<file path="src/rtl/bearcore_clint_timer_if.sv">
// Register bus between the core and the CLINT-lite timer: single-cycle request,
// one-cycle acknowledge with read data and an error flag for unmapped offsets.
interface bearcore_clint_timer_if #(
  parameter int unsigned ADDR_W = 5
);
  logic              req;
  logic              we;
  logic [ADDR_W-1:0] addr;
  logic [31:0]       wdata;
  logic [31:0]       rdata;
  logic              ack;
  logic              err;

  modport master (
    output req, we, addr, wdata,
    input  rdata, ack, err
  );

  modport slave (
    input  req, we, addr, wdata,
    output rdata, ack, err
  );
endinterface

</file>
<file path="src/rtl/bearcore_clint_timer.sv">
// CLINT-lite: prescaled 64-bit mtime, mtimecmp compare driving a level timer IRQ,
// msip software IRQ, and an atomic hi-shadow for split 32-bit mtime reads.
module bearcore_clint_timer #(
  parameter int unsigned PRESCALE_W = 8,
  parameter logic [63:0] CMP_RESET  = 64'hFFFF_FFFF_FFFF_FFFF,
  parameter int unsigned ADDR_W     = 5
) (
  input  logic                    clk,
  input  logic                    rst_n,
  bearcore_clint_timer_if.slave   bus,
  output logic                    timer_irq_o,
  output logic                    soft_irq_o,
  output logic [63:0]             mtime_o
);

  localparam int unsigned DATA_W  = 32;
  localparam int unsigned DIV_LSB = 8;

  localparam logic [ADDR_W-1:0] OFF_MSIP   = ADDR_W'(32'h00);
  localparam logic [ADDR_W-1:0] OFF_CMP_LO = ADDR_W'(32'h04);
  localparam logic [ADDR_W-1:0] OFF_CMP_HI = ADDR_W'(32'h08);
  localparam logic [ADDR_W-1:0] OFF_MT_LO  = ADDR_W'(32'h0C);
  localparam logic [ADDR_W-1:0] OFF_MT_HI  = ADDR_W'(32'h10);
  localparam logic [ADDR_W-1:0] OFF_CTRL   = ADDR_W'(32'h14);

  // Architectural state
  logic [63:0]           mtime_q,  mtime_d;
  logic [63:0]           cmp_q,    cmp_d;
  logic                  msip_q,   msip_d;
  logic                  en_q,     en_d;
  logic [PRESCALE_W-1:0] div_q,    div_d;
  logic [PRESCALE_W-1:0] cnt_q,    cnt_d;
  logic [DATA_W-1:0]     shadow_q, shadow_d;

  // Registered outputs
  logic              ack_q,   ack_d;
  logic              err_q,   err_d;
  logic [DATA_W-1:0] rdata_q, rdata_d;
  logic              tirq_q,  tirq_d;
  logic              sirq_q,  sirq_d;

  // Decode
  logic [ADDR_W-1:0] word_addr;
  logic              wr, rd;
  logic              sel_msip, sel_cmp_lo, sel_cmp_hi;
  logic              sel_mt_lo, sel_mt_hi, sel_ctrl, mapped;
  logic              tick_c;

  always_comb begin
    word_addr  = bus.addr & ~ADDR_W'(32'h3);
    wr         = bus.req &  bus.we;
    rd         = bus.req & ~bus.we;
    sel_msip   = (word_addr == OFF_MSIP);
    sel_cmp_lo = (word_addr == OFF_CMP_LO);
    sel_cmp_hi = (word_addr == OFF_CMP_HI);
    sel_mt_lo  = (word_addr == OFF_MT_LO);
    sel_mt_hi  = (word_addr == OFF_MT_HI);
    sel_ctrl   = (word_addr == OFF_CTRL);
    mapped     = sel_msip | sel_cmp_lo | sel_cmp_hi | sel_mt_lo | sel_mt_hi | sel_ctrl;
    tick_c     = en_q && (cnt_q == div_q);
  end

  // Prescaler and CTRL: a CTRL write restarts the divider from zero
  always_comb begin
    en_d  = en_q;
    div_d = div_q;
    cnt_d = cnt_q;
    if (wr && sel_ctrl) begin
      en_d  = bus.wdata[0];
      div_d = bus.wdata[DIV_LSB +: PRESCALE_W];
      cnt_d = '0;
    end else if (!en_q || tick_c) begin
      cnt_d = '0;
    end else begin
      cnt_d = cnt_q + PRESCALE_W'(1);
    end
  end

  // mtime: a bus write to either half replaces it and suppresses that cycle's tick
  always_comb begin
    mtime_d = mtime_q;
    if (wr && sel_mt_lo) begin
      mtime_d[31:0] = bus.wdata;
    end else if (wr && sel_mt_hi) begin
      mtime_d[63:32] = bus.wdata;
    end else if (tick_c) begin
      mtime_d = mtime_q + 64'd1;
    end
  end

  // mtimecmp, msip and the hi shadow captured on an MTIME_LO read
  always_comb begin
    cmp_d    = cmp_q;
    msip_d   = msip_q;
    shadow_d = shadow_q;
    if (wr && sel_cmp_lo) cmp_d[31:0]  = bus.wdata;
    if (wr && sel_cmp_hi) cmp_d[63:32] = bus.wdata;
    if (wr && sel_msip)   msip_d       = bus.wdata[0];
    if (rd && sel_mt_lo)  shadow_d     = mtime_q[63:32];
  end

  // Read mux and handshake; read data reflects state before this edge
  always_comb begin
    rdata_d = '0;
    ack_d   = bus.req;
    err_d   = bus.req & ~mapped;
    if (rd) begin
      if (sel_msip)   rdata_d = DATA_W'(msip_q);
      if (sel_cmp_lo) rdata_d = cmp_q[31:0];
      if (sel_cmp_hi) rdata_d = cmp_q[63:32];
      if (sel_mt_lo)  rdata_d = mtime_q[31:0];
      if (sel_mt_hi)  rdata_d = shadow_q;
      if (sel_ctrl)   rdata_d = (DATA_W'(div_q) << DIV_LSB) | DATA_W'(en_q);
    end
  end

  // Interrupt levels track the post-edge register values
  always_comb begin
    tirq_d = (mtime_d >= cmp_d);
    sirq_d = msip_d;
  end

  always_ff @(posedge clk or negedge rst_n) begin
    if (!rst_n) begin
      mtime_q  <= '0;
      cmp_q    <= CMP_RESET;
      msip_q   <= 1'b0;
      en_q     <= 1'b0;
      div_q    <= '0;
      cnt_q    <= '0;
      shadow_q <= '0;
      ack_q    <= 1'b0;
      err_q    <= 1'b0;
      rdata_q  <= '0;
      tirq_q   <= 1'b0;
      sirq_q   <= 1'b0;
    end else begin
      mtime_q  <= mtime_d;
      cmp_q    <= cmp_d;
      msip_q   <= msip_d;
      en_q     <= en_d;
      div_q    <= div_d;
      cnt_q    <= cnt_d;
      shadow_q <= shadow_d;
      ack_q    <= ack_d;
      err_q    <= err_d;
      rdata_q  <= rdata_d;
      tirq_q   <= tirq_d;
      sirq_q   <= sirq_d;
    end
  end

  assign bus.ack     = ack_q;
  assign bus.err     = err_q;
  assign bus.rdata   = rdata_q;
  assign timer_irq_o = tirq_q;
  assign soft_irq_o  = sirq_q;
  assign mtime_o     = mtime_q;

endmodule

</file>
<file path="src/flat_wrapper.sv">
// flat-port wrapper written by rule: the top's interface ports become plain ports
module bearcore_clint_timer_flat 
#(
  parameter int unsigned PRESCALE_W = 8,
  parameter logic [63:0] CMP_RESET  = 64'hFFFF_FFFF_FFFF_FFFF,
  parameter int unsigned ADDR_W     = 5
)
  (clk, rst_n, timer_irq_o, soft_irq_o, mtime_o, bus_req, bus_we, bus_addr, bus_wdata, bus_rdata, bus_ack, bus_err);
  bearcore_clint_timer_if #(.ADDR_W(ADDR_W)) bus_i ();
  input  logic clk;
  input  logic rst_n;
  output logic timer_irq_o;
  output logic soft_irq_o;
  output logic [63:0] mtime_o;
  input wire logic [$bits(bus_i.req)-1:0] bus_req;
  input wire logic [$bits(bus_i.we)-1:0] bus_we;
  input wire logic [$bits(bus_i.addr)-1:0] bus_addr;
  input wire logic [$bits(bus_i.wdata)-1:0] bus_wdata;
  output wire logic [$bits(bus_i.rdata)-1:0] bus_rdata;
  output wire logic [$bits(bus_i.ack)-1:0] bus_ack;
  output wire logic [$bits(bus_i.err)-1:0] bus_err;
  assign bus_i.req = bus_req;
  assign bus_i.we = bus_we;
  assign bus_i.addr = bus_addr;
  assign bus_i.wdata = bus_wdata;
  assign bus_rdata = bus_i.rdata;
  assign bus_ack = bus_i.ack;
  assign bus_err = bus_i.err;
  bearcore_clint_timer #(.PRESCALE_W(PRESCALE_W), .CMP_RESET(CMP_RESET), .ADDR_W(ADDR_W)) u_core (.clk(clk), .rst_n(rst_n), .bus(bus_i), .timer_irq_o(timer_irq_o), .soft_irq_o(soft_irq_o), .mtime_o(mtime_o));
endmodule
</file>
<file path="config.mk">
export PLATFORM = sky130hd
export DESIGN_NAME = bearcore_clint_timer_flat
export DESIGN_NICKNAME = d
export VERILOG_FILES = /design/src/rtl/bearcore_clint_timer_if.sv /design/src/rtl/bearcore_clint_timer.sv /design/src/flat_wrapper.sv
export SDC_FILE = /design/constraint.sdc
export NUM_CORES = 1
export LEC_CHECK = 0
export CORE_MARGIN = 4
export CORE_UTILIZATION = 40
export DETAILED_ROUTE_END_ITERATION = 8
export DONT_BUFFER_PORTS = 1
export PLACE_DENSITY_LB_ADDON = 0.25
export REMOVE_ABC_BUFFERS = 1
export SYNTH_ARGS = -nofsm -noshare
export SYNTH_HDL_FRONTEND = slang
export SYNTH_SLANG_ARGS = --single-unit
</file>
<file path="constraint.sdc">
create_clock -name clk -period 4.3 [get_ports clk]
set_input_delay 0.43 -clock clk [delete_from_list [all_inputs] [get_ports clk]]
set_output_delay 0.43 -clock clk [all_outputs]
set_load 0.005 [all_outputs]
</file>
==> summary.md, run 1 <==
| Metric | Value |
|---|---|
| Failing checks | `hold timing` |
| FFs w/ async S/R, synth | `100.0%` |
| Gate power share | `slightly below 30%` |
| Hold crit path type | `input pin to asynchronous set/reset pin` |
| Slack of the worst reg-to-reg path | `0.11 ns` |
| Final setup vio count | `0` |
| Die area | `approximately 33000 sq um` |
| Ports | `141` |
| Synth area leaders | `dfrtp_1 31%, dfstp_2 14%, mux2_2 11%` |
| Most numerous cell in the Yosys netlist | `dfrtp_1` |
| Post-synth cell types | `63` |
| Main synth FF type | `dfrtp_1` |
| CP Class | `flip-flop to flip-flop` |
| Initial antenna violation count | `0` |
| Fin nets | `between 1000 and 1500` |
| Pint | `~4900 uW` |
| Number of global-route vias before repair | `9754` |
| Share of power burned in registers | `between 40% and 50%` |
| Global-route wire length before repair | `between 50000 and 60000 um` |
| Worst-path cell chain | `and4_2 -> nand4_4 -> or4_1 -> nor4_4 -> nand4_1 -> mux2i_1 -> a221o_1 -> ha_1 -> a21o_1 -> a21o_1 -> a21oi_1 -> o21ai_0 -> a2111oi_1 -> buf_4 -> nand3_1` |
| Ant diodes | `0` |
| Hold Slack | `-0.4010 ns` |
| Post-synth EDFFs | `0` |
| Detailed Place HPWL | `roughly 27000 um` |
| Initial DRC Count | `roughly 760` |
| CTS Sinks | `between 200 and 250` |
| Sequential-to-total area share from yosys stat | `between 40% and 50%` |
| Delay of the slowest critical-path stage | `0.63 ns` |
| Chip height | `181.1 um` |
| Slowest cell on crit path | `or4_1` |
| Reg-to-Reg Start | `u_core.mtime_o[24]$_DFF_PN0_` |
| Clk pin slew, worst setup/hold paths | `around 0.07 ns` |
| Port bufs | `0` |
| Mapped Cells | `about 1200` |
| Critical path peak fanout | `7` |
| Critical Path AT | `around 4.6 ns` |
| Max-slew headroom | `34.99%` |
| GRT Residual Overflow | `0` |
| WL/cell | `approximately 23 um` |
| ANT nets after route | `0` |
| Minimum clock period | `~4.2 ns` |
| Via count | `just under 10000` |
| Post-Syn Area per Cell | `10.13 sq um` |
| Period utilization | `a little over nine tenths` |
| Tot GR Track Use | `between 20% and 30%` |
| Deepest clock path buffer count | `3` |
| Vias per cell | `5.711` |
| Pin count of the biggest net entering global routing | `approximately 210` |
| Worst reg2reg path endpoint | `u_core.timer_irq_o$_DFF_PN0_` |
| H-tree Lvls | `1` |
| Critical path startpoint category | `flip-flop` |
| Syn. warnings | `0` |
| Maximum VDD drop | `around 0.27 mV` |
| Detailed Route WL | `38280 um` |
| Slew @ Worst Pin | `0.9728 ns` |
| Clk root buf | `clkbuf_16` |
| Post-synth top area cell | `dfrtp_1` |
| Worst-Skew Late Latency | `0.54 ns` |
| CP Capture Type | `flip-flop` |
| Share of Yosys cell area claimed by the top area cell type | `around 31%` |
| Row cnt | `63` |
| Drt drc | `0` |
| Routability Congestion | `roughly 0.9` |
| Synthesis-to-finish area growth | `17.63%` |
| Switching part of the total | `between 30% and 40%` |
| Initial Utilization | `between 40 and 50%` |
| Share of layout cells above drive strength 1 | `about 29%` |
| Core Util, Final | `roughly 48%` |
| Setup TNS | `0 ns` |
| Fin. Hold Viols | `213` |
| Clock skew | `~0.022 ns` |
| Pins over their slew limit | `0` |
| Register bit total from synthesis | `approximately 210` |
| Status | `finished, violations left` |
| Worst R2R Path Depth | `15` |
| Fmax | `around 240 MHz` |
| First-pass detailed-route iteration total | `6` |
| Top cells by instance count after synthesis | `149 x dfrtp_1, 119 x mux2_2, 101 x nor2_1, 88 x nand2_1, 73 x inv_1` |
| Clock power share | `roughly 30%` |
| WP data required | `~4.7 ns` |
| Max cap viols | `0` |
| Unrepaired setup endpoints after global routing | `yes` |
| Most used cell along the critical path | `a21o_1` |
| Hold_buf cts | `2` |
| Leakage | `0.006197 uW` |
| CTS tree | `done` |
| Synthesized area | `11980 sq um` |
| Die width | `about 180 um` |
| Pwr/cell area | `between 500 and 600 nW/um^2` |
| Core Box Area | `29560 sq um` |
| CTS buffer count | `25` |
| Net Switching | `around 2300 uW` |
-- worst max-delay path by stage --
stage	start	to	slack, ns	cells past startpoint
2_1_floorplan	bus_addr[3]	u_core.timer_irq_o$_DFF_PN0_	-2.16	14
3_3_place_gp	u_core.div_q[0]$_DFFE_PN0P_	u_core.timer_irq_o$_DFF_PN0_	-0.25	15
3_5_place_dp	u_core.div_q[0]$_DFFE_PN0P_	u_core.timer_irq_o$_DFF_PN0_	-0.24	15
4_1_cts	u_core.div_q[0]$_DFFE_PN0P_	u_core.timer_irq_o$_DFF_PN0_	0.01	15
5_1_grt	u_core.div_q[5]$_DFFE_PN0P_	u_core.timer_irq_o$_DFF_PN0_	-0.05	16
6_report	u_core.mtime_o[24]$_DFF_PN0_	u_core.timer_irq_o$_DFF_PN0_	0.11	15
-- worst max-delay path: cells and delay by family, from the launching register on --
family	cells	cell delay, ns
muxes	1	0.16
buffers and inverters	1	0.17
DFF	1	0.35
AOI/OAI and AO/OA	6	1.22
adders and majority gates	1	0.30
and+or+nand+nor	6	1.84
-- cells by family (layout without fill, tap and decap cells) --
group,count (synthesis),count (layout),share of synthesized area (%)
buffers and inverters,130,238,4.125
adders and majority gates,66,66,6.892
AOI/OAI and AO/OA,231,231,12.43
muxes,140,140,12.94
xor gates and xnor gates,45,45,3.289
DFF,213,213,45.15
and+or+nand+nor,358,358,15.17
-- through the flow --
step	cell area [sq um]	worst slack (ns)	total power, uW	instances
finish	14090	0.1118	7197	1681
global route	14090	-0.04629	7640	1681
CTS	14040	0.01340	7209	1680
detailed placement	13150	-0.2413	4979	1632
global placement	13150	-0.2498	4934	1632
floorplan	11760	-2.157	4154	1126
-- power by group through the flow --
stage               clock network, uW  registers (uW)  logic [uW]
finish                           2190            2930        2080
global route                     2320            2990        2330
CTS                              2230            2920        2050
detailed placement                  0            2960        2020
global placement                    0            2940        2000
floorplan                           0            2910        1250
-- cells in the final DEF, fill, tap and decap left out, types with 7 or more instances in the layout --
master	instances
nand4_1	32
nand3_1	46
clkbuf_8	7
nor3_1	15
nand2_1	88
ha_1	66
xor2_1	22
dfstp_2	64
a21oi_1	56
a22oi_1	36
and3_1	17
o211ai_1	10
mux2i_1	21
nor2_1	98
xnor2_1	23
clkbuf_16	25
o21ai_0	56
inv_1	73
buf_4	117
a21o_1	15
dfrtp_1	149
mux2_2	119
-- state kept, by name, summed over array words and instances, names as in the netlist --
register	flops
u_core.bus.ack	1
u_core.bus.err	1
u_core.bus.rdata	32
u_core.cmp_q	64
u_core.cnt_q	8
u_core.div_q	8
u_core.en_q	1
u_core.msip_q	1
u_core.mtime_o	64
u_core.shadow_q	32
u_core.timer_irq_o	1
-- what timing repair did --
item                       4_1_cts  5_1_grt
cloned                           0        0
pin swaps                        1       12
hold endpoints to repair       215      213
buffers inserted                 0        1
setup endpoints to repair        1        1
gates resized for setup          7       14
-- routing by layer --
metal,vias to the layer above,GRT usage [%],wire length [um]
li1,4453,-,-
met1,4736,31.77,16860
met2,347,35.35,17170
met3,65,5.617,3203
met4,0,6.785,1053
met5,-,0,0
-- area by class of cell --
type	instances	area, sq um
clock inverter	10	108.9
inverter	73	274.0
timing repair buffer	119	898.4
tap	390	488.0
sequential	213	5410
clock buffer	36	737.0
multi-input combinational	840	6177
fill	2777	15470
(Power assumes the default switching activity.)
==> run 2: changes to the inputs <==
--- a/config.mk
+++ b/config.mk
@@ -7,6 +7,7 @@
 export LEC_CHECK = 0
 export CORE_MARGIN = 4
 export CORE_UTILIZATION = 40
+export CTS_BUF_LIST = sky130_fd_sc_hd__clkbuf_8
 export DETAILED_ROUTE_END_ITERATION = 8
 export DONT_BUFFER_PORTS = 1
 export PLACE_DENSITY_LB_ADDON = 0.25
==> run 2 against run 1 <==
  * The run still ends with hold timing left
  * Sequential share of layout area shrank 0.10 points
  * Die area is the same
  * Clock power down 6%
  * Combinational power hardly changed
  * Global-route usage up 0.28 points
  * Critical endpoint unchanged
==> summary.md, run 2 (synthesis gave the netlist of run 1 again) <==
| Metric | Value |
|---|---|
| Status | `finished, violations left` |
| Failing checks | `hold timing` |
| Initial Utilization | `a little over 40%` |
| Drt drc | `0` |
| Leakage | `around 0.0063 uW` |
| Worst reg2reg path endpoint | `u_core.timer_irq_o$_DFF_PN0_` |
| Most common cell after layout, fill and taps aside | `dfrtp_1` |
| Most frequent cells in the layout | `148 x dfrtp_1, 120 x buf_4, 119 x mux2_2` |
| WP data required | `4.78 ns` |
| Ports | `141` |
| CP Class | `flip-flop to flip-flop` |
| Slowest cell on crit path | `or4_4` |
| Number of global-route vias before repair | `slightly below 10000` |
| Slew @ Worst Pin | `approximately 0.97 ns` |
| Die area | `32790 sq um` |
| Row cnt | `63` |
| GRT Residual Overflow | `0` |
| Deepest clock path buffer count | `3` |
| Die width | `around 180 um` |
| Most used cell along the critical path | `buf_4` |
| Net Switching | `about 2400 uW` |
| Global-route wire length before repair | `59470 um` |
| Share of power burned in registers | `roughly 41%` |
| Fin nets | `~1400` |
| Fin. Hold Viols | `approximately 170` |
| Finished Cell Area | `~14000 sq um` |
| WP depth | `17` |
| Worst-Skew Late Latency | `between 0.5 and 0.6 ns` |
| Delay of the slowest critical-path stage | `0.64 ns` |
| CTS buffer count | `40` |
| Pwr/cell area | `~500 nW/um^2` |
| Minimum clock period | `about 4.2 ns` |
| Clk pin slew, worst setup/hold paths | `approximately 0.06 ns` |
| Hold crit path type | `input pin to asynchronous set/reset pin` |
| Hold Slack | `-0.4124 ns` |
| H-tree Lvls | `2` |
| CP startpoint | `u_core.div_q[5]$_DFFE_PN0P_` |
| Area post-placement | `around 13000 sq um` |
| Switching part of the total | `between 30% and 40%` |
| Initial antenna violation count | `0` |
| Critical path capture point | `u_core.timer_irq_o$_DFF_PN0_` |
| Clock power share | `29.1%` |
| Fmax | `240.0 MHz` |
| Share of layout cells above drive strength 1 | `29.85%` |
| Detailed Place HPWL | `approximately 27000 um` |
| CTS tree | `done` |
| Worst R2R Path Depth | `17` |
| Port bufs | `0` |
| Tot GR Track Use | `23.05%` |
| Via count | `between 9000 and 10000` |
| Detailed Route WL | `between 30000 and 40000 um` |
| Critical Path AT | `about 4.7 ns` |
| CTS Sinks | `between 200 and 250` |
| Critical path startpoint category | `flip-flop` |
| Clock skew | `~0.019 ns` |
| Ant diodes | `0` |
| Buf/Inv on CP | `3` |
| Core Box Area | `around 30000 sq um` |
| Critical path peak fanout | `6` |
| Fill count | `approximately 2800` |
| Maximum VDD drop | `0.2124 mV` |
| Routability Congestion | `between 0.8 and 0.9` |
| CP Capture Type | `flip-flop` |
| ANT nets after route | `0` |
| Synthesis-to-finish area growth | `17.96%` |
| Slack of the worst reg-to-reg path | `approximately 0.13 ns` |
| Max-slew headroom | `a little over a third` |
| Worst-path cell chain | `xnor2_1 -> nand4_1 -> or4_4 -> or4_4 -> buf_4 -> nor3_4 -> a311oi_1 -> a311oi_1 -> ha_1 -> nand4_1 -> buf_4 -> nor4_4 -> buf_4 -> nand2_1 -> a211oi_2 -> o311ai_1 -> nand3_1` |
| Pins over their slew limit | `0` |
| Pin count of the biggest net entering global routing | `approximately 210` |
| Layout Cells excl Fill | `1710` |
| Initial DRC Count | `700` |
| Pint | `~4700 uW` |
| Hold_buf cts | `2` |
| Core Util, Final | `a little under half` |
| Clk root buf | `clkbuf_8` |
| Chip height | `181.1 um` |
| WL/cell | `22.56 um` |
| Final setup vio count | `0` |
| Vias per cell | `~5.7` |
| Placed Cells | `1632` |
| Gate power share | `29.5%` |
| Max cap viols | `0` |
| Delay-heaviest family, CP | `simple AND/OR/NAND/NOR gates` |
| Reg-to-Reg Start | `u_core.div_q[5]$_DFFE_PN0P_` |
| First-pass detailed-route iteration total | `5` |
| Period utilization | `approximately 97%` |
run 2: cell types whose count changed in the layout (fill, tap and decap cells not counted), sizes merged:
cell and delta:
clkbuf +17, inv +12, buf +3, clkinvlp -2
bufinv -1
run 2: area by class of cell:
| type | count | area, sq um | share of cell area (%) |
|---|---|---|---|
| inverters | 73 | 274.0 | 1.939 |
| flip-flops and latches | 213 | 5411 | 38.29 |
| well taps | 390 | 488.0 | 3.453 |
| repair buffers | 122 | 920.9 | 6.516 |
| clock inverters | 19 | 108.9 | 0.7702 |
| multi-input cells | 840 | 6201 | 43.87 |
| clock buffers | 53 | 729.5 | 5.161 |
run 2: metrics by stage:
step,TNS (ns),setup WS [ns],power (uW)
6_report,0,0.1327,7085
5_1_grt,-0.02884,-0.02884,7550
3_5_place_dp,-0.2413,-0.2413,4979
4_1_cts,0,0.001544,7086
2_1_floorplan,-33.93,-2.157,4154
3_3_place_gp,-0.2498,-0.2498,4934
run 2: power by group through the flow:
stage / combinational (uW) / sequential [uW] / clock, uW
after global routing: 2340 / 3000 / 2220
after floorplan: 1250 / 2910 / 0
after global placement: 2000 / 2940 / 0
after CTS: 2050 / 2920 / 2110
after detailed placement: 2020 / 2960 / 0
final: 2090 / 2930 / 2060
run 2: timing repair:
action | 4_1_cts | 5_1_grt
pin swaps | 1 | 17
setup buffers | 0 | 4
endpoints found under the setup margin | 1 | 1
hold endpoints to repair | 215 | 213
resized for setup | 7 | 19
run 2: worst min path at each step:
stage               depth (start not counted)                        endpoint  slack (ns)  startpoint
floorplan                                   0        u_core.bus.ack$_DFF_PN0_        0.13       rst_n
global placement                            0       u_core.cnt_q[0]$_DFF_PN0_        0.15       rst_n
detailed placement                          0     u_core.div_q[0]$_DFFE_PN0P_        0.15       rst_n
CTS                                         0     u_core.div_q[0]$_DFFE_PN0P_       -0.44       rst_n
global route                                0  u_core.bus.rdata[13]$_DFF_PN0_       -0.44       rst_n
finish                                      0        u_core.bus.err$_DFF_PN0_       -0.41       rst_n
run 2: metal layers:
metal,track usage [%],part of all wire (%),vias to the layer above
met2,35.47,45,326
li1,-,-,4494
met4,7.715,3.1,0
met1,31.50,44,4773
met3,6.563,8.0,81
met5,0,0,-
==> run 3: changes to the inputs <==
--- a/config.mk
+++ b/config.mk
@@ -5,11 +5,11 @@
 export SDC_FILE = /design/constraint.sdc
 export NUM_CORES = 1
 export LEC_CHECK = 0
-export CORE_MARGIN = 4
 export CORE_UTILIZATION = 40
 export CTS_BUF_LIST = sky130_fd_sc_hd__clkbuf_8
 export DETAILED_ROUTE_END_ITERATION = 8
 export DONT_BUFFER_PORTS = 1
+export GPL_TIMING_DRIVEN = 0
 export PLACE_DENSITY_LB_ADDON = 0.25
 export REMOVE_ABC_BUFFERS = 1
 export SYNTH_ARGS = -nofsm -noshare
==> run 3 against run 2 <==
  * Critical endpoint unchanged
  * The run ends with hold timing, setup timing left
  * Via count shrank 3.2%
  * Largest power group unchanged
  * Combinational power fell by 19%
  * Clock-buffer cell count down 3
  * Sequential cell count unchanged
  * Critical path depth is 2 lower
==> summary.md, run 3 (synthesis gave the netlist of run 1 again) <==
| Metric | Value |
|---|---|
| Worst R2R Path Depth | `15` |
| GRT Residual Overflow | `0` |
| Critical path startpoint category | `flip-flop` |
| CTS tree | `done` |
| Minimum clock period | `between 4 and 5 ns` |
| Routability Congestion | `between 0.8 and 0.9` |
| Leakage | `roughly 0.0059 uW` |
| Buf/Inv on CP | `0` |
| Fill count | `about 2800` |
| Critical path peak fanout | `5` |
| Pwr/cell area | `between 400 and 500 nW/um^2` |
| Row cnt | `between 60 and 70` |
| Worst-Skew Late Latency | `0.54 ns` |
| Ports | `141` |
| Max-slew headroom | `41.18%` |
| Die area | `approximately 31000 sq um` |
| WP data required | `4.67 ns` |
| Most common cell after layout, fill and taps aside | `dfrtp_1` |
| Most frequent cells in the layout | `145 x dfrtp_1, 119 x mux2_2, 96 x nor2_1` |
| Status | `finished, violations left` |
| Clk root buf | `clkbuf_8` |
| Detailed Route WL | `36910 um` |
| Detailed Place HPWL | `approximately 25000 um` |
| Hold Slack | `-0.4035 ns` |
| Pin count of the biggest net entering global routing | `about 210` |
| Hold_buf cts | `1` |
| Tot GR Track Use | `about 24%` |
| Core Box Area | `29090 sq um` |
| Initial Utilization | `about two fifths` |
| Net Switching | `between 2000 and 2500 uW` |
| Critical path capture point | `u_core.timer_irq_o$_DFF_PN0_` |
| Synthesis-to-finish area growth | `13.85%` |
| Worst reg2reg path endpoint | `u_core.timer_irq_o$_DFF_PN0_` |
| Via count | `about 9400` |
| Initial DRC Count | `around 630` |
| Clock power share | `28.9%` |
| Pins over their slew limit | `0` |
| Share of power burned in registers | `around 46%` |
| Vias per cell | `5.786` |
| WP depth | `15` |
| First-pass detailed-route iteration total | `5` |
| Switching part of the total | `34.31%` |
| Hold crit path type | `input pin to asynchronous set/reset pin` |
| Ant diodes | `0` |
| H-tree Lvls | `2` |
| Critical Path AT | `around 4.8 ns` |
| Maximum VDD drop | `0.1790 mV` |
| Core Util, Final | `between 40% and 50%` |
| Fin. Hold Viols | `about 210` |
| Most used cell along the critical path | `a311oi_1` |
| Clk pin slew, worst setup/hold paths | `around 0.060 ns` |
| Slew @ Worst Pin | `0.8790 ns` |
| Port bufs | `0` |
| ANT nets after route | `0` |
| Share of layout cells above drive strength 1 | `between 20% and 30%` |
| Slack of the worst reg-to-reg path | `-0.11 ns` |
| CP startpoint | `u_core.mtime_o[0]$_DFF_PN0_` |
| Failing checks | `hold timing, setup timing` |
| Global-route wire length before repair | `between 50000 and 60000 um` |
| Period utilization | `102.5%` |
| Worst-path cell chain | `ha_4 -> and3_4 -> nand3_4 -> or3_4 -> or4_4 -> nor3_4 -> a311oi_1 -> a311oi_1 -> ha_1 -> nand4_1 -> nor3_1 -> a221oi_1 -> o21ai_1 -> o311ai_1 -> nand3_1` |
| CTS Sinks | `about 210` |
| Max cap viols | `0` |
| Unrepaired setup endpoints after global routing | `yes` |
| Reg-to-Reg Start | `u_core.mtime_o[0]$_DFF_PN0_` |
| Fin nets | `between 1000 and 1500` |
| CP Class | `flip-flop to flip-flop` |
| Die width | `175.1 um` |
| Delay of the slowest critical-path stage | `around 0.60 ns` |
| Final setup vio count | `1` |
| Pre-CTS setup slack | `-1.521 ns` |
| Fmax | `approximately 230 MHz` |
| Number of global-route vias before repair | `9417` |
| Clock skew | `0.01628 ns` |
| CTS buffer count | `41` |
| Chip height | `between 150 and 200 um` |
| Slowest cell on crit path | `or4_4` |
| CP Capture Type | `flip-flop` |
| Initial antenna violation count | `0` |
| Drt drc | `0` |
| Delay-heaviest family, CP | `simple AND/OR/NAND/NOR gates` |
| Post-route setup slack | `-0.1066 ns` |
| Pint | `between 4000 and 5000 uW` |
| Deepest clock path buffer count | `3` |
| Gate power share | `about a quarter` |
| WL/cell | `between 20 and 25 um` |
## run 3: changes by cell type in the layout (fill, tap and decap cells not counted), sizes merged
cell	change
buf	-86
inv	+5
clkbuf	-3
bufinv	-1
clkinv	-1
clkinvlp	+1
dlygate4sd3	-1
## run 3: per-layer routing
metal / GRT usage [%] / vias up / share of wire [%]
li1: - / 4337 / -
met1: 33.49 / 4651 / 45
met2: 38.38 / 315 / 46
met3: 5.461 / 59 / 7.2
met4: 7.391 / 0 / 2.4
met5: 0 / - / 0
## run 3: per-stage QoR
stage          power, uW  setup TNS [ns]  cells  cell area [sq um]
2_1_floorplan       4154          -33.93   1126              11760
3_3_place_gp        4664         -360.02   1510              12240
3_5_place_dp        4721          -1.521   1522              12520
4_1_cts             6774               0   1614              13590
5_1_grt             7181         -0.2238   1618              13640
6_report            6747         -0.1066   1618              13640
## run 3: worst min-delay path by stage
stage / slack, ns / depth (start not counted) / end / startpoint
2_1_floorplan: 0.13 / 0 / u_core.bus.ack$_DFF_PN0_ / rst_n
3_3_place_gp: 0.14 / 0 / u_core.bus.rdata[19]$_DFF_PN0_ / rst_n
3_5_place_dp: 0.14 / 0 / u_core.shadow_q[20]$_DFFE_PN0P_ / rst_n
4_1_cts: -0.43 / 0 / u_core.shadow_q[19]$_DFFE_PN0P_ / rst_n
5_1_grt: -0.43 / 0 / u_core.timer_irq_o$_DFF_PN0_ / rst_n
6_report: -0.40 / 0 / u_core.bus.rdata[19]$_DFF_PN0_ / rst_n
## run 3: timing repair
action | in CTS | in global routing
endpoints found under the hold margin | 214 | 213
gates cloned | 0 | 0
buffers inserted | 18 | 4
endpoints found under the setup margin | 1 | 1
pin swaps | 25 | 6
resized for setup | 35 | 5
## run 3: power groups by stage
| stage | sequential (uW) | clock (uW) | combinational, uW |
|---|---|---|---|
| 3_5_place_dp | 3120 | 0 | 1600 |
| 6_report | 3110 | 1950 | 1690 |
| 4_1_cts | 3110 | 1990 | 1670 |
| 2_1_floorplan | 2910 | 0 | 1250 |
| 5_1_grt | 3190 | 2090 | 1900 |
| 3_3_place_gp | 3110 | 0 | 1560 |
## run 3: layout make-up
| cell class | count | area [sq um] | share of cell area (%) |
|---|---|---|---|
| clock buffer | 50 | 688.2 | 5.045 |
| inverter | 73 | 274.0 | 2.009 |
| multi-input combinational | 840 | 6279 | 46.03 |
| sequential | 213 | 5415 | 39.70 |
| tap | 384 | 480.5 | 3.522 |
| timing repair buffer | 35 | 409.1 | 2.999 |
| clock inverter | 23 | 95.09 | 0.6971 |
